==> config.mk <==
export PLATFORM = sky130hd
export DESIGN_NAME = row_bank_buffer
export DESIGN_NICKNAME = d
export VERILOG_FILES = /design/src/rtl/data_router_pkg.sv /design/src/rtl/bank_ptr_mod.sv /design/src/rtl/row_bank_buffer.sv
export SDC_FILE = /design/constraint.sdc
export NUM_CORES = 1
export LEC_CHECK = 0
export CAP_MARGIN = 20
export CORE_MARGIN = 2
export CORE_UTILIZATION = 48
export CTS_BUF_LIST = sky130_fd_sc_hd__clkbuf_4
export CTS_CLUSTER_SIZE = 14
export DETAILED_ROUTE_END_ITERATION = 10
export HOLD_SLACK_MARGIN = 0.1
export PLACE_DENSITY = 0.79
export SYNTH_ARGS = -nofsm -noshare
export SYNTH_HDL_FRONTEND = slang
export SYNTH_SLANG_ARGS = --single-unit
==> constraint.sdc <==
create_clock -name clk -period 2.4 [get_ports clk]
set_clock_uncertainty 0.05 [all_clocks]
set_input_delay 0.36 -clock clk [delete_from_list [all_inputs] [get_ports clk]]
set_output_delay 0.36 -clock clk [all_outputs]
set_load 0.02 [all_outputs]
==> src/rtl/data_router_pkg.sv <==
// Shared types and helpers for the row bank buffer feeding the data-router bank mux.
package data_router_pkg;

    typedef logic [1:0] bank_idx_t;

    localparam int MAX_BANKS = 4;

    function automatic bank_idx_t next_bank(bank_idx_t b, int poy);
        return (int'(b) == poy - 1) ? 2'd0 : b + 2'd1;
    endfunction

endpackage

==> src/rtl/bank_ptr_mod.sv <==
// Two-bit modulo-POY bank pointer with synchronous clear and increment enable.
module bank_ptr_mod
    import data_router_pkg::*;
#(
    parameter int POY = 3
) (
    input  logic      clk,
    input  logic      rst_n,
    input  logic      clr,
    input  logic      inc,
    output bank_idx_t ptr
);

    bank_idx_t ptr_q;
    bank_idx_t ptr_d;

    always_comb begin
        ptr_d = ptr_q;
        if (clr) begin
            ptr_d = '0;
        end else if (inc) begin
            ptr_d = next_bank(ptr_q, POY);
        end
    end

    always_ff @(posedge clk or negedge rst_n) begin
        if (!rst_n) begin
            ptr_q <= '0;
        end else begin
            ptr_q <= ptr_d;
        end
    end

    assign ptr = ptr_q;

endmodule

==> src/rtl/row_bank_buffer.sv <==
// Rotating POY-bank row buffer; banks fill round-robin and are freed by rd_done.
// Optional stall counter output enabled by ROW_BANK_BUFFER_STALL_CNT_EN.
module row_bank_buffer
    import data_router_pkg::*;
#(
    parameter int DW   = 1,
    parameter int POY  = 3,
    parameter int BUFW = 32
) (
    input  logic            clk,
    input  logic            rst_n,
    input  logic            flush,
    input  logic            in_valid,
    output logic            in_ready,
    input  logic [DW-1:0]   in_data,
    output logic [DW-1:0]   bank_data [POY][BUFW],
    output bank_idx_t       bank,
    output logic            rd_valid,
    input  logic            rd_done,
    output logic [2:0]      full_cnt,
    output logic            err
`ifdef ROW_BANK_BUFFER_STALL_CNT_EN
    ,
    output logic [15:0]     stall_cnt
`endif
);

    localparam int PW = $clog2(BUFW);

    if (POY < 1 || POY > MAX_BANKS) begin : g_bad_poy
        $error("row_bank_buffer: POY must be in 1..4");
    end
    if (BUFW < 2) begin : g_bad_bufw
        $error("row_bank_buffer: BUFW must be >= 2");
    end

    bank_idx_t            wr_bank;
    bank_idx_t            rd_bank;
    logic [MAX_BANKS-1:0] full_q, full_d;
    logic [PW-1:0]        wr_ptr_q, wr_ptr_d;
    logic [2:0]           full_cnt_q, full_cnt_d;
    logic                 err_q, err_d;
    logic [DW-1:0]        data_q [POY][BUFW];
    logic [DW-1:0]        data_d [POY][BUFW];
    logic                 accept;
    logic                 wr_last;
    logic                 rd_fire;

    assign in_ready = !full_q[wr_bank];
    assign rd_valid = full_q[rd_bank];
    assign accept   = !flush && in_valid && in_ready;
    assign wr_last  = accept && (wr_ptr_q == PW'(BUFW - 1));
    assign rd_fire  = !flush && rd_done && rd_valid;

    bank_ptr_mod #(.POY(POY)) u_wr_ptr (
        .clk   (clk),
        .rst_n (rst_n),
        .clr   (flush),
        .inc   (wr_last),
        .ptr   (wr_bank)
    );

    bank_ptr_mod #(.POY(POY)) u_rd_ptr (
        .clk   (clk),
        .rst_n (rst_n),
        .clr   (flush),
        .inc   (rd_fire),
        .ptr   (rd_bank)
    );

    always_comb begin
        data_d     = data_q;
        full_d     = full_q;
        wr_ptr_d   = wr_ptr_q;
        full_cnt_d = full_cnt_q;
        err_d      = err_q;
        for (int b = 0; b < POY; b++) begin
            for (int w = 0; w < BUFW; w++) begin
                if (accept && int'(wr_bank) == b && int'(wr_ptr_q) == w) begin
                    data_d[b][w] = in_data;
                end
            end
        end
        if (flush) begin
            full_d     = '0;
            wr_ptr_d   = '0;
            full_cnt_d = '0;
            err_d      = 1'b0;
        end else begin
            if (accept) begin
                wr_ptr_d = wr_last ? '0 : wr_ptr_q + 1'b1;
            end
            // A write can never complete into the bank being freed.
            if (rd_fire) full_d[rd_bank] = 1'b0;
            if (wr_last) full_d[wr_bank] = 1'b1;
            unique case ({wr_last, rd_fire})
                2'b10:   full_cnt_d = full_cnt_q + 3'd1;
                2'b01:   full_cnt_d = full_cnt_q - 3'd1;
                default: full_cnt_d = full_cnt_q;
            endcase
            if (rd_done && !rd_valid) err_d = 1'b1;
        end
    end

    always_ff @(posedge clk or negedge rst_n) begin
        if (!rst_n) begin
            for (int b = 0; b < POY; b++) begin
                for (int w = 0; w < BUFW; w++) begin
                    data_q[b][w] <= '0;
                end
            end
            full_q     <= '0;
            wr_ptr_q   <= '0;
            full_cnt_q <= '0;
            err_q      <= 1'b0;
        end else begin
            data_q     <= data_d;
            full_q     <= full_d;
            wr_ptr_q   <= wr_ptr_d;
            full_cnt_q <= full_cnt_d;
            err_q      <= err_d;
        end
    end

    assign bank_data = data_q;
    assign bank      = rd_bank;
    assign full_cnt  = full_cnt_q;
    assign err       = err_q;

`ifdef ROW_BANK_BUFFER_STALL_CNT_EN
    logic [15:0] stall_q, stall_d;

    always_comb begin
        stall_d = stall_q;
        if (flush) begin
            stall_d = '0;
        end else if (in_valid && !in_ready && stall_q != 16'hFFFF) begin
            stall_d = stall_q + 16'd1;
        end
    end

    always_ff @(posedge clk or negedge rst_n) begin
        if (!rst_n) begin
            stall_q <= '0;
        end else begin
            stall_q <= stall_d;
        end
    end

    assign stall_cnt = stall_q;
`endif

endmodule

## Yosys cells after proc, flatten, opt, wreduce, memory -nomap -nowiden

Cells that the tools add are included.

- Bits in registers: 113

- Add/subtract/negate cells: 5
- $lt $le $gt $ge: 4
- Equal/unequal tests: 37
- Mux-type cells: 25
- Bitwise gates (word level): 3
- Reduce and logical (&&, ||, !) cells: 117

Operator list:

| operator | count |
|---|---|
| $logic_and A1 B1 Y1 | 107 |
| $eq A5 B5 Y1 const B | 17 |
| $eq A5 B4 Y1 const B | 8 |
| $eq A5 B3 Y1 const B | 4 |
| $mux W4 | 4 |
| $mux W5 | 3 |
| $mux W2 | 6 |
| $eq A5 B2 Y1 const B | 2 |
| $eq A2 B2 Y1 const B | 4 |
| $reduce_bool A2 Y1 | 4 |
| $lt A2 B3 Y1 const B | 2 |
| $mux W1 | 6 |
| $pmux W3 S2 | 1 |
| $add A5 B1 Y5 const B | 1 |
| $eq A5 B1 Y1 const B | 1 |
| $logic_not A5 Y1 | 1 |
| $add A2 B1 Y2 const B | 2 |
| $and A4 B4 Y4 | 1 |
| $bmux W1 S2 | 2 |
| $demux W1 S2 | 2 |
| $ge A2 B1 Y1 const B | 2 |
| $not A4 Y4 | 1 |
| $or A4 B4 Y4 | 1 |
| $add A3 B1 Y3 const B | 1 |
| other kinds (6) | 8 |

## Depth between registers and ports, before layout

Gate-level depths: netlist (run 1).

- Depth after elaboration: 11
- Mapped depth: 11
- Mapped depth without buffers: 11

## By module

From an unflattened synthesis (run 1), not the netlist that was laid out.

- Cell total of the unflattened synthesis: 465
- Area total of the unflattened synthesis: 5320.1 um2

Modules (own cells, without submodules):

| module | times used | cells each | area an instance (um2) | seq. area each (um2) |
|---|---|---|---|---|
| row_bank_buffer | 1 | 449 | 5142.4 | 2727.6 |
| bank_ptr_mod | 2 | 8 | 88.8 | 50.0 |

## Least setup slack after synthesis (run 1)

OpenSTA, ideal clock, no wires.

- Path kind: reg-to-reg
- Start: register wr_ptr_q[2]
- End: register full_cnt_q[2], in the netlist full_cnt[2]
- Setup time: 133 ps
- Arrival: 2416 ps
- Data required time: 2217 ps
- Slack: -199 ps
- Cell stages (with the launch flop): 12
- Period minus slack after synthesis: 2599 ps
- Cells stage by stage: dfrtp_1 > clkbuf_1 > and3_1 > ha_1 > nand3b_1 > nor2_4 > nor3_1 > fa_1 > inv_1 > o2111a_1 > o21ai_0 > nor3b_2

- Cells in the longest elaborated chain, start to end: 5

Ends and longest elaborated chain:

| what | line | text |
|---|---|---|
| start: declaration | row_bank_buffer.sv:40 | `logic [PW-1:0] wr_ptr_q, wr_ptr_d;` |
| start signal: assignment | row_bank_buffer.sv:119 | `wr_ptr_q <= wr_ptr_d;` |
| $eq A5 B5 Y1 * | row_bank_buffer.sv:52 | `assign wr_last = accept && (wr_ptr_q == PW'(BUFW - 1));` |
| $logic_and A1 B1 Y1 * | row_bank_buffer.sv:52 |  |
| $eq A2 B1 Y1 or $eq A2 B2 Y1 (tied branches) | row_bank_buffer.sv:96 | `unique case ({wr_last, rd_fire})` |
| $pmux W3 S2 | row_bank_buffer.sv:96 |  |
| $mux W3 | row_bank_buffer.sv:84 | `if (flush) begin` |
| end signal: assignment | row_bank_buffer.sv:120 | `full_cnt_q <= full_cnt_d;` |
| end: declaration | row_bank_buffer.sv:41 | `logic [2:0] full_cnt_q, full_cnt_d;` |

Mark *: on every way between the ends. The rest lies on a longest branch, timed or not.
A chain may end at the register's enable or synchronous reset.

## Final worst setup path (run 1)

- Start: register full_q[1]
- End: output rd_valid

- Cells in the longest elaborated chain, start to end: 2

Ends and longest elaborated chain:

| what | line | text |
|---|---|---|
| start: declaration | row_bank_buffer.sv:39 | `logic [MAX_BANKS-1:0] full_q, full_d;` |
| start signal: assignment | row_bank_buffer.sv:118 | `full_q <= full_d;` |
| $bmux W1 S2 | row_bank_buffer.sv:50 | `assign rd_valid = full_q[rd_bank];` |
| $mux W1 (not written as such) | row_bank_buffer.sv:50 |  |
| end: declaration | row_bank_buffer.sv:18 | `output logic rd_valid,` |

Every way passes these cells. The select of a mux whose other input is x is not followed.

==> metrics.md, run 1 <==
| Metric | Value |
|---|---|
| Post-DP Area | 0.00671 mm2 |
| Final Slew Violations | 0 |
| Final HPWL from detailed placement | 8.44 mm |
| P per Cell Area | just over 500 mW/mm2 |
| Vias after detailed routing | between 3000 and 4000 |
| Per-cell via count in the routed design | 5.22 |
| Worst Path Required | ~2 ns |
| Mapped Cells | 459 |
| Count of routing violations after the opening detailed-route iteration | between 100 and 150 |
| Area share of xor/xnor cells in the synthesized design | 0.00469 |
| Start-to-end type of the worst setup path | register to output port |
| Adder-cell area share of the yosys netlist | 0.0178 |
| Count of endpoints failing setup in the final report | 0 |
| Clock transition at path regs | ~0.11 ns |
| Arrival time at the worst endpoint | 1.92 ns |
| Least-Margin Pin Slew | roughly 0.46 ns |
| Via count of the first global-routing pass | between 3000 and 4000 |
| Fraction of the mapped netlist area in compound gates | 0.0298 |
| CP max FO | 6 |
| Switching share of total power | 0.279 |
| Crit start category | register |
| Int Pwr | between 2 and 3 mW |
| Area grow syn2layout | 31.7% |
| Horizontal extent of the die | approximately 110 um |
| Antenna diode count | 0 |
| Part of the total power dissipated in sequential elements | 0.544 |
| Grt ovf | 0 |
| Num CTS Buffers | 17 |
| Leading cell type in the layout, fill and taps excluded | sky130_fd_sc_hd__dfrtp_1 |
| Average cell area after synthesis | ~12 um2 |
| Length of the first detailed-routing pass in iterations | 4 |
| WL per Instance | roughly 16 um |
| Sequential element share of the synthesized area | 0.530 |
| Capturing element type of the critical path | output port |
| Outcome | finished, final reports clean |
| # H-tree levels | 4 |
| Die Y | 109 um |
| Highest clock frequency the design can meet | between 400 and 500 MHz |
| Number of different library cells in the post-synthesis netlist | 39 |
| Dominant combinational cell family by area after synthesis | multiplexers |
| Clock group share of total power | 0.359 |
| Total Routed Length | 12.0 mm |
| Deepest clock path buffer count | 2 |
| Final nets | 600 |
| Post-Place Setup Slack | between 0.002 and 0.0025 ns |
| DRC violations left | 0 |
| GP Congestion | roughly 0.77 |
| Post-route setup slack | about 0.072 ns |
| Highest ir drop seen on vdd | around 0.26 mV |
| Switching power of the nets | approximately 1 mW |
| Root buf cell | sky130_fd_sc_hd__clkbuf_4 |
| Post-synth design cell area | 0.00533 mm2 |
| Multiplexer share of the synthesized area | 0.219 |
| Top flip-flop cell by instance count after synthesis | sky130_fd_sc_hd__dfrtp_1 |
| Placeable Area | approximately 0.011 mm2 |
| Number of violations of the max-capacitance limit | 0 |
| Total number of clock tree sinks | 113 |
| Post-route design area | roughly 0.0070 mm2 |
| Top Ports | 110 |
| Post-synthesis share of cell area spent on and, or, nand and nor gates | 0.163 |
| Leakage power summed over all cells | 3.08 nW |
| Initial standard-cell utilization of the core | 0.492 |
| Number of antenna violations at the first check in global routing | 0 |
| Setup repair after global routing missed its margin | no |
| Share of power burned in combinational logic | 0.097 |
| Post-synthesis net count | around 470 |
| Commonest cells after routing, fill and taps aside | 109 x sky130_fd_sc_hd__dfrtp_1, 105 x sky130_fd_sc_hd__clkdlybuf4s50_1, 79 x sky130_fd_sc_hd__mux2_2 |
| Port Buf Inserts | 109 |
| Number of warnings issued by yosys | 0 |
| Fraction of final layout cells sized beyond drive strength 1 | 0.288 |
| Max transition margin | 0.694 |
| Final min period | about 2.3 ns |
| Antenna-violating nets left | 0 |
| Core occupancy in the finished layout | 0.648 |
| Number of hold violations in the final report | 0 |
| Pin count of the biggest net entering global routing | 97 |
| # rows | 38 |
| Worst min-delay path category | input pin to async pin |
| Number of enable-type register cells in the synthesized netlist | 0 |
| Overall routing resource usage | 0.214 |
| Period utilisation layout | 0.970 |
| Proportion of synthesized flip-flops having asynchronous set or reset | 1.00 |
| CTS tree | yes |
| First-pass GRT wire length | between 15 and 20 mm |
| Synthesis-stage register bit count | roughly 110 |
| Die area | 0.0120 mm2 |
| Clk_lat worst skew | around 0.51 ns |
area by class of cell:
type                    instances  area [um2]
clock inverters                15         136
flip-flops and latches        113        2830
multi-input cells             306        2340
fillers                       848        3820
inverters                       7        26.3
repair buffers                142        1380
well taps                     140         175
clock buffers                  17         128
cell usage after synthesis (3+ instances only):
library cell / count / area share
sky130_fd_sc_hd__nor2_1: 53 / 0.037
sky130_fd_sc_hd__buf_6: 4 / 0.0084
sky130_fd_sc_hd__nor2b_1: 3 / 0.0035
sky130_fd_sc_hd__nor3b_1: 3 / 0.0042
sky130_fd_sc_hd__buf_2: 7 / 0.0066
sky130_fd_sc_hd__and3_1: 3 / 0.0035
sky130_fd_sc_hd__nand2b_1: 9 / 0.011
sky130_fd_sc_hd__nand3b_1: 3 / 0.0042
sky130_fd_sc_hd__nand3_1: 23 / 0.022
sky130_fd_sc_hd__a21oi_1: 8 / 0.0075
sky130_fd_sc_hd__nor2_2: 10 / 0.012
sky130_fd_sc_hd__mux2_1: 19 / 0.040
sky130_fd_sc_hd__inv_1: 7 / 0.0049
sky130_fd_sc_hd__ha_1: 6 / 0.014
sky130_fd_sc_hd__clkbuf_1: 20 / 0.014
sky130_fd_sc_hd__dfrtp_1: 113 / 0.53
sky130_fd_sc_hd__nand2_1: 48 / 0.034
sky130_fd_sc_hd__o21ai_0: 8 / 0.0075
sky130_fd_sc_hd__nor3_1: 8 / 0.0075
sky130_fd_sc_hd__mux2_2: 79 / 0.17
per-layer routing:
metal  GRT usage  share of wire  up-vias
met1       0.289           0.44     1924
met3      0.0421          0.042       16
met5           0              0        -
met4      0.0913          0.015        0
li1            -              -     1829
met2       0.337           0.50       96
power groups by stage:
stage | sequential (mW) | combinational (mW) | clock, mW
global placement | 2.00 | 0.344 | 0
finish | 1.97 | 0.352 | 1.30
global route | 1.98 | 0.382 | 1.44
detailed placement | 2.01 | 0.351 | 0
CTS | 1.97 | 0.353 | 1.34
floorplan | 2.05 | 0.115 | 0
per-stage QoR:
step	TNS, ns	total power [mW]	hold WS, ns	cells
2_1_floorplan	-0.0211	2.17	0.0144	459
3_3_place_gp	0	2.35	0.288	702
3_5_place_dp	0	2.36	0.290	702
4_1_cts	0	3.66	0.258	738
5_1_grt	0	3.79	0.285	740
6_report	0	3.62	0.275	740
path summary, 6_finish.rpt:
kind                                     from              end  slack [ns]  depth (start not counted)
max in group asynchronous               rst_n  u_rd_ptr.ptr[0]        1.38                          3
worst max register to register    wr_ptr_q[1]      full_cnt[2]        0.13                         11
worst max-delay path                full_q[1]         rd_valid        0.07                          3
worst min-delay path                    rst_n    bank_data[52]        0.28                          2
worst min register to register  bank_data[37]    bank_data[37]        0.45                          1
min in group clk                      in_data    bank_data[20]        0.43                          3
kinds of logic (layout without fill, tap and decap cells):
| kind of cell | count (synthesis) | in the layout |
|---|---|---|
| buffers and inverters | 40 | 181 |
| flip-flops | 113 | 113 |
| multiplexers | 102 | 102 |
| AO/OA/AOI/OAI | 23 | 23 |
| XOR/XNOR | 2 | 2 |
| AND/OR/NAND/NOR | 172 | 172 |
| adder cells (fa/ha/maj) | 7 | 7 |
repair_timing:
item	4_1_cts	5_1_grt
buffers inserted	3	2
pin swaps	0	3
setup endpoints to repair	2	3
hold endpoints to repair	31	0
resized for setup	5	3
hold buffers	1	0
sequential cells by signal, indices dropped and copies added (netlist names):
name,cells
u_wr_ptr.ptr,2
err,1
full_cnt,3
full_q,4
bank_data,96
wr_ptr_q,5
u_rd_ptr.ptr,2
worst max-delay path, stage by stage, from the launching register on:
cell	delay [ns]
sky130_fd_sc_hd__dfrtp_2	0.47
sky130_fd_sc_hd__mux4_2	0.49
sky130_fd_sc_hd__buf_4	0.18
sky130_fd_sc_hd__clkdlybuf4s15_1	0.28
(Power assumes the default switching activity.)
==> run 2, diff against run 1 <==
--- a/config.mk
+++ b/config.mk
@@ -16,3 +16,4 @@
 export SYNTH_ARGS = -nofsm -noshare
 export SYNTH_HDL_FRONTEND = slang
 export SYNTH_SLANG_ARGS = --single-unit
+export TNS_END_PERCENT = 30
==> constraint.sdc (replaced) <==
create_clock -name clk -period 2.4 [get_ports clk]
set_clock_uncertainty 0.05 [all_clocks]
set_input_delay 0.48 -clock clk [delete_from_list [all_inputs] [get_ports clk]]
set_output_delay 0.48 -clock clk [all_outputs]
set_load 0.02 [all_outputs]
==> metrics.md, run 2 (same netlist as run 1, synthesis figures left out) <==
| Metric | Value |
|---|---|
| Met3 WL post-DR | 644 um (+27%) |
| Crit start category | register |
| Worst slack on hold paths | 0.457 ns (+0.181 ns) |
| Grt ovf | 0 (unchanged) |
| GP Congestion | 0.768 (-0.39%) |
| Total number of clock tree sinks | 113 (unchanged) |
| Final Power | 3.74 mW (+3.2%) |
| Outcome | finished, final reports clean |
| Total Routed Length | 12.2 mm (+1.6%) |
| DRC violations left | 0 (unchanged) |
| Share of power burned in combinational logic | 0.094 (-0.003) |
| First-pass GRT wire length | 19.9 mm (+0.76%) |
| Top Ports | 110 (unchanged) |
| Final min period | 2.32 ns (-0.00977 ns) |
| Number of hold violations in the final report | 0 (unchanged) |
| Total of fill cells in the finished design | 837 (-1.3%) |
| Leading cell type in the layout, fill and taps excluded | sky130_fd_sc_hd__dfrtp_1 |
| Port Buf Inserts | 109 (unchanged) |
| Pin count of the biggest net entering global routing | 114 (+18%) |
| Post-DP Area | 0.00672 mm2 (+0.19%) |
| Final Slew Violations | 0 (unchanged) |
| R2r startpoint | wr_ptr_q[1] |
| Part of the total power dissipated in sequential elements | 0.527 (-0.017) |
| Count of endpoints failing setup in the final report | 0 (unchanged) |
| Via count of the first global-routing pass | 4024 (+0.93%) |
| Critical path cell sequence | ha_2, and3_4, ha_4, nand3b_1, nor2_4, nor3_1, fa_2, inv_2, o2111a_1, o21ai_0, nor3b_2 |
| Leakage power summed over all cells | 3.08 nW (-0.14%) |
| M1 WL | 5.21 mm (-2.0%) |
| Period utilisation layout | 0.966 (-0.00407) |
| Length of the first detailed-routing pass in iterations | 5 (+1) |
| Max transition margin | 0.596 (-0.0974) |
| Die area | 0.0120 mm2 (unchanged) |
| Clock group share of total power | 0.378 (+0.019) |
| Num CTS Buffers | 17 (unchanged) |
| CTS tree | yes |
| # H-tree levels | 4 (unchanged) |
| Deepest clock path buffer count | 2 (unchanged) |
| Number of violations of the max-capacitance limit | 0 (unchanged) |
| # rows | 38 (unchanged) |
| P per Cell Area | 531 mW/mm2 (+3.1%) |
| Clock transition at path regs | 0.11 ns (about the same) |
| Top sig layer | met4 |
| Flip-flop count of the largest register after layout | 96 (unchanged) |
| Root buf cell | sky130_fd_sc_hd__clkbuf_4 |
| Largest incremental delay on the critical path | 0.42 ns (-0.07 ns) |
| Per-cell via count in the routed design | 5.33 (+2.0%) |
| Post-Place Setup Slack | -0.110 ns (-0.112 ns) |
| Horizontal extent of the die | 109 um (unchanged) |
| Die Y | 109 um (unchanged) |
| Final HPWL from detailed placement | 8.38 mm (-0.68%) |
| Switching power of the nets | 1.02 mW (+1.1%) |
| Commonest cells after routing, fill and taps aside | 110 x sky130_fd_sc_hd__dfrtp_1, 105 x sky130_fd_sc_hd__clkdlybuf4s50_1, 79 x sky130_fd_sc_hd__mux2_2 |
| Setup crit start | wr_ptr_q[1] |
| Clk_lat worst skew | 0.52 ns (about the same) |
| Overall routing resource usage | 0.217 (+0.00270) |
| CP max FO | 6 (unchanged) |
| Highest ir drop seen on vdd | 0.287 mV (+8.9%) |
| Start-to-end type of the worst setup path | register to register |
| Initial standard-cell utilization of the core | 0.492 (unchanged) |
| Core occupancy in the finished layout | 0.648 (about the same) |
| Switching share of total power | 0.273 (-0.00567) |
| Count of routing violations after the opening detailed-route iteration | 182 (+33%) |
| Placeable Area | 0.0108 mm2 (unchanged) |
| CP max-delay cell | sky130_fd_sc_hd__dfrtp_1 |
| Number of antenna violations at the first check in global routing | 1 (+1) |
| Vias after detailed routing | 3930 (+1.7%) |
| Least-Margin Pin Slew | 0.606 ns (+0.146 ns) |
| Arrival time at the worst endpoint | 2.68 ns (+0.76 ns) |
| Int Pwr | 2.71 mW (+4.0%) |
| Capturing element type of the critical path | register |
| Worst Path Required | 2.76 ns (+0.77 ns) |
| WL per Instance | 16.5 um (+1.9%) |
| Routed length on met2 | 6.06 mm (+1.6%) |
| Fraction of final layout cells sized beyond drive strength 1 | 0.290 (+0.00145) |
| Final nets | 597 (-0.50%) |
| Hold Startpoint | bank_data[46] |
| Post-route design area | 0.00703 mm2 (about the same) |
| Setup repair after global routing missed its margin | yes |
| Area grow syn2layout | 31.8% (about the same) |
| Antenna-violating nets left | 0 (unchanged) |
| Post-route setup slack | 0.0815 ns (+0.00977 ns) |
| Highest clock frequency the design can meet | 431 MHz (+0.42%) |
| Worst min-delay path category | register to register |
[run 2: cell count changes in the layout (fill, tap and decap cells not counted), sizes merged]
| cell | before | now |
|---|---|---|
| clkinvlp | 4 | 5 |
| bufinv | 1 | 2 |
| buf | 34 | 32 |
| clkinv | 7 | 5 |
| clkdlybuf4s15 | 2 | 0 |
| diode | 0 | 1 |
| clkbuf | 17 | 18 |
[run 2: power groups by stage]
stage	sequential (mW)	combinational [mW]	clock, mW
CTS	1.97	0.356	1.44
floorplan	2.05	0.115	0
detailed placement	2.01	0.355	0
global placement	2.00	0.345	0
global route	1.97	0.382	1.54
finish	1.97	0.353	1.41
[run 2: critical path, delay by kind of cell (launching register included)]
family / cells / cell delay, ns
AOI/OAI and AO/OA: 2 / 0.25
adders and majority gates: 3 / 0.72
buffers and inverters: 1 / 0.08
DFF: 1 / 0.42
and+or+nand+nor: 5 / 0.69
[run 2: stage by stage]
stage          instances  setup TNS (ns)
2_1_floorplan        459         -0.0211
3_3_place_gp         702          -0.521
3_5_place_dp         702           -1.66
4_1_cts              736               0
5_1_grt              738         -0.0394
6_report             738               0
[run 2: what timing repair did]
item                                    4_1_cts  5_1_grt
endpoints found under the setup margin        2        2
setup buffers                                 1        1
resized for setup                             8        1
pin swaps                                     0        3
hold endpoints to repair                    113        0
hold buffers                                  1        0
[run 2: layer usage]
layer,up-vias,global-route usage
met4,0,0.0832
met2,131,0.353
met3,16,0.0533
met1,1960,0.280
li1,1823,-
met5,-,0
[run 2: path summary, 6_finish.rpt]
check                                       end  slack, ns  cells past startpoint
worst max-delay path                full_cnt[2]       0.08                     11
worst max register to register      full_cnt[2]       0.08                     11
worst min-delay path              bank_data[46]       0.46                      1
worst min register to register    bank_data[46]       0.46                      1
min in group asynchronous         bank_data[53]       0.51                      3
max in group asynchronous       u_rd_ptr.ptr[0]       1.30                      3
[run 2: area by class of cell]
class                      count  area [um2]  share of cell area
sequential                   113        2830               0.403
multi-input combinational    306        2340               0.333
timing repair buffer         139        1360               0.194
tap                          140         175              0.0249
clock inverter                15         160              0.0228
clock buffer                  17         128              0.0182
inverter                       7        26.3             0.00374
antenna                        1        2.50            0.000356
==> run 3, diff against run 2 <==
--- a/config.mk
+++ b/config.mk
@@ -5,14 +5,16 @@
 export SDC_FILE = /design/constraint.sdc
 export NUM_CORES = 1
 export LEC_CHECK = 0
+export ABC_AREA = 1
 export CAP_MARGIN = 20
 export CORE_MARGIN = 2
-export CORE_UTILIZATION = 48
+export CORE_UTILIZATION = 53
 export CTS_BUF_LIST = sky130_fd_sc_hd__clkbuf_4
 export CTS_CLUSTER_SIZE = 14
 export DETAILED_ROUTE_END_ITERATION = 10
 export HOLD_SLACK_MARGIN = 0.1
-export PLACE_DENSITY = 0.79
+export PLACE_DENSITY = 0.83
+export REMOVE_ABC_BUFFERS = 1
 export SYNTH_ARGS = -nofsm -noshare
 export SYNTH_HDL_FRONTEND = slang
 export SYNTH_SLANG_ARGS = --single-unit
==> constraint.sdc (replaced) <==
create_clock -name clk -period 2.6 [get_ports clk]
set_clock_uncertainty 0.05 [all_clocks]
set_input_delay 0.52 -clock clk [delete_from_list [all_inputs] [get_ports clk]]
set_output_delay 0.52 -clock clk [all_outputs]
set_load 0.02 [all_outputs]
==> metrics.md, run 3 <==
| Metric | Value |
|---|---|
| Leading cell type in the layout, fill and taps excluded | sky130_fd_sc_hd__nand2_1 |
| Period utilisation layout | 0.936 (-0.0296) |
| Length of the first detailed-routing pass in iterations | 8 (+3) |
| Overall routing resource usage | 0.266 (+0.0495) |
| Clock transition at path regs | 0.11 ns (about the same) |
| Number of enable-type register cells in the synthesized netlist | 0 (unchanged) |
| Horizontal extent of the die | 102 um (-7.0%) |
| Pin count of the biggest net entering global routing | 52 (-54%) |
| Die area | 0.0104 mm2 (-13%) |
| Number of hold violations in the final report | 0 (unchanged) |
| Antenna-violating nets left | 0 (unchanged) |
| Die Y | 102 um (-7.0%) |
| Highest clock frequency the design can meet | 411 MHz (-4.8%) |
| Average cell area after synthesis | 8.48 um2 (-27%) |
| Grt ovf | 0 (unchanged) |
| FF-to-FF path depth | 14 (+3) |
| Vias after detailed routing | 4594 (+17%) |
| Critical path cell sequence | ha_1, inv_1, nor2_2, ha_2, nand3_1, nand2_1, inv_1, fa_1, xnor2_2, inv_1, nand2_1, nand2_1, nand2_1, nand2_1 |
| Final nets | 734 (+23%) |
| Crit start category | register |
| Number of antenna violations at the first check in global routing | 0 (-1) |
| Start-to-end type of the worst setup path | register to register |
| Switching power of the nets | 0.900 mW (-12%) |
| Total of fill cells in the finished design | 702 (-16%) |
| Flip-flop count of the largest register after layout | 96 (unchanged) |
| CP max-delay cell | sky130_fd_sc_hd__dfrtp_1 |
| Count of routing violations after the opening detailed-route iteration | 311 (+71%) |
| Arrival time at the worst endpoint | 2.78 ns (+0.10 ns) |
| Antenna diode count | 0 (-1) |
| Port Buf Inserts | 109 (unchanged) |
| Number of different library cells in the post-synthesis netlist | 26 (-33%) |
| Total Routed Length | 13.0 mm (+6.9%) |
| WL per Instance | 15.1 um (-8.6%) |
| Count of endpoints failing setup in the final report | 0 (unchanged) |
| Register-to-register setup slack | 0.17 ns (+0.08 ns) |
| Library cell with the largest summed area after synthesis | sky130_fd_sc_hd__dfrtp_1 |
| Max transition margin | 0.567 (-0.0297) |
| Capturing element type of the critical path | register |
| End of the worst hold path | bank_data[42] |
| Top Ports | 110 (unchanged) |
| Deepest clock path buffer count | 2 (unchanged) |
| Setup repair after global routing missed its margin | no |
| Post-synth top cells | 243 x sky130_fd_sc_hd__nand2_1, 113 x sky130_fd_sc_hd__dfrtp_1, 91 x sky130_fd_sc_hd__o21ai_1 |
| DRC violations left | 0 (unchanged) |
| Int Pwr | 2.47 mW (-8.9%) |
| Area grow syn2layout | 31.1% |
| Post-synth design cell area | 0.00507 mm2 (-5.0%) |
| P per Cell Area | 508 mW/mm2 (-4.4%) |
| Worst hold path cell count | 2 (+1) |
| CTS tree | yes |
| Largest incremental delay on the critical path | 0.43 ns (about the same) |
| Leading cell types by total area after synthesis | sky130_fd_sc_hd__dfrtp_1 56%, sky130_fd_sc_hd__nand2_1 18%, sky130_fd_sc_hd__o21ai_1 9.0% |
| Placeable Area | 0.00924 mm2 (-15%) |
| Mapped Cells | 598 (+30%) |
| Sequential element share of the synthesized area | 0.558 (+0.0277) |
| Number of violations of the max-capacitance limit | 0 (unchanged) |
| Least-Margin Pin Slew | 0.650 ns (+0.0445 ns) |
| Final HPWL from detailed placement | 9.16 mm (+9.4%) |
| CP max FO | 5 (-1) |
| Initial standard-cell utilization of the core | 0.549 (+0.0565) |
| Num CTS Buffers | 17 (unchanged) |
| Hold Startpoint | bank_data[42] |
| Worst slack on hold paths | 0.448 ns (-0.00844 ns) |
| Worst Path Required | 2.95 ns (+0.19 ns) |
| Final-layout setup total negative slack | 0 ns (unchanged) |
| Commonest cells after routing, fill and taps aside | 243 x sky130_fd_sc_hd__nand2_1, 111 x sky130_fd_sc_hd__dfrtp_1, 106 x sky130_fd_sc_hd__clkdlybuf4s50_1 |
| Top flip-flop cell by instance count after synthesis | sky130_fd_sc_hd__dfrtp_1 |
| Cell repeated most along the worst path | sky130_fd_sc_hd__nand2_1 |
| Buffers & Inverters on Critical Path | 3 (+2) |
| FF-to-FF End | full_cnt[2] |
| Fraction of synthesized cell area taken by the top area cell type | 0.558 (+0.0277) |
| Kind of cell with the highest combined delay on the critical path | adder cells |
| Cell with the most instances after synthesis | sky130_fd_sc_hd__nand2_1 |
| R2r startpoint | wr_ptr_q[0] |
| Proportion of synthesized flip-flops having asynchronous set or reset | 1.00 (unchanged) |
| Root buf cell | sky130_fd_sc_hd__clkbuf_4 |
| Worst min-delay path category | register to register |
| Final min period | 2.43 ns (+0.116 ns) |
| Switching share of total power | 0.267 (-0.00666) |
| Part of the total power dissipated in sequential elements | 0.538 (+0.011) |
| Clock group share of total power | 0.376 (-0.002) |
| Share of power burned in combinational logic | 0.086 (-0.008) |
| Per-cell via count in the routed design | 5.32 (about the same) |
| Total number of clock tree sinks | 113 (unchanged) |
| Synthesis-stage register bit count | 113 (unchanged) |
| GP Congestion | 0.925 (+20%) |
| Clk_lat worst skew | 0.50 ns (-0.02 ns) |
| Final Slew Violations | 0 (unchanged) |
| Leakage power summed over all cells | 2.85 nW (-7.4%) |
| # H-tree levels | 4 (unchanged) |
| Highest ir drop seen on vdd | 0.268 mV (-6.6%) |
| Fraction of final layout cells sized beyond drive strength 1 | 0.0940 (-0.196) |
| Via count of the first global-routing pass | 4388 (+9.0%) |
| Outcome | finished, final reports clean |
| # rows | 35 (-7.9%) |
| First-pass GRT wire length | 21.5 mm (+7.9%) |
| Number of warnings issued by yosys | 0 (unchanged) |
run 3: changes by cell type in the layout (fill, tap and decap cells not counted), sizes merged, moves of 3 or more:
cell / previous run / this run
inv: 10 / 24
nor3b: 4 / 0
nand3b: 3 / 0
a21oi: 8 / 5
nor2: 64 / 33
o21ai: 8 / 102
nand2b: 10 / 0
mux2: 98 / 0
buf: 32 / 22
and3: 3 / 0
nand2: 48 / 246
nor2b: 3 / 0
run 3: metal layers:
layer | vias up | part of all wire | track usage | wire [um]
li1 | 2183 | - | - | -
met1 | 2177 | 0.42 | 0.348 | 5520
met2 | 211 | 0.50 | 0.447 | 6500
met3 | 23 | 0.065 | 0.0538 | 838
met4 | 0 | 0.010 | 0.0852 | 134
met5 | - | 0 | 0 | 0
run 3: through the flow:
| stage | worst slack, ns | total power, mW | std cells | instance area, um2 | util |
|---|---|---|---|---|---|
| floorplan | 0.270 | 1.98 | 571 | 4880 | - |
| global placement | 0.211 | 2.13 | 827 | 6320 | 0.684 |
| finish | 0.165 | 3.37 | 863 | 6640 | 0.719 |
| detailed placement | 0.0875 | 2.14 | 827 | 6320 | 0.684 |
| CTS | 0.00781 | 3.39 | 863 | 6630 | 0.717 |
| global route | 0.0251 | 3.52 | 863 | 6640 | 0.719 |
run 3: cell type report:
class,count,area [um2],share of cell area
tap,129,161,0.0243
timing repair buffer,131,1310,0.197
clock inverter,14,141,0.0213
clock buffer,18,135,0.0203
sequential,113,2830,0.426
multi-input combinational,434,1970,0.297
inverter,24,95.1,0.0143
run 3: logic make-up after synthesis:
kind of cell | count (synthesis) | synth area share
adder cells (fa/ha/maj) | 7 | 0.0188
buffers and inverters | 51 | 0.0555
AO/OA/AOI/OAI | 111 | 0.111
AND/OR/NAND/NOR | 314 | 0.253
XOR/XNOR | 2 | 0.00346
flip-flops | 113 | 0.558
run 3: worst max-delay path by stage:
stage,depth (start not counted),endpoint,startpoint
4_1_cts,5,in_ready,u_wr_ptr.ptr[1]
6_report,14,full_cnt[2],wr_ptr_q[0]
2_1_floorplan,14,full_cnt[2],wr_ptr_q[0]
5_1_grt,14,full_cnt[2],wr_ptr_q[0]
3_5_place_dp,14,full_cnt[2],flush
3_3_place_gp,13,full_cnt[2],flush
run 3: worst reg2reg max path: stages, from the launching register on:
cell and delay [ns]:
sky130_fd_sc_hd__dfrtp_1 0.43, sky130_fd_sc_hd__ha_1 0.21, sky130_fd_sc_hd__inv_1 0.06, sky130_fd_sc_hd__nor2_2 0.13
sky130_fd_sc_hd__ha_2 0.27, sky130_fd_sc_hd__nand3_1 0.13, sky130_fd_sc_hd__nand2_1 0.10, sky130_fd_sc_hd__inv_1 0.05
sky130_fd_sc_hd__fa_1 0.41, sky130_fd_sc_hd__xnor2_2 0.19, sky130_fd_sc_hd__inv_1 0.06, sky130_fd_sc_hd__nand2_1 0.08
sky130_fd_sc_hd__nand2_1 0.05, sky130_fd_sc_hd__nand2_1 0.07, sky130_fd_sc_hd__nand2_1 0.05
run 3: timing repair:
item,4_1_cts,5_1_grt
hold buffers,1,0
setup endpoints to repair,2,2
gates resized for setup,3,4
buffers inserted,3,0
endpoints found under the hold margin,47,0
pin swaps,0,1
run 3: power groups by stage:
stage	Clock [mW]	Sequential [mW]	Combinational [mW]
after global routing	1.38	1.82	0.318
after CTS	1.28	1.81	0.292
after floorplan	0	1.89	0.0883
final	1.27	1.81	0.290
after global placement	0	1.85	0.283
after detailed placement	0	1.85	0.291
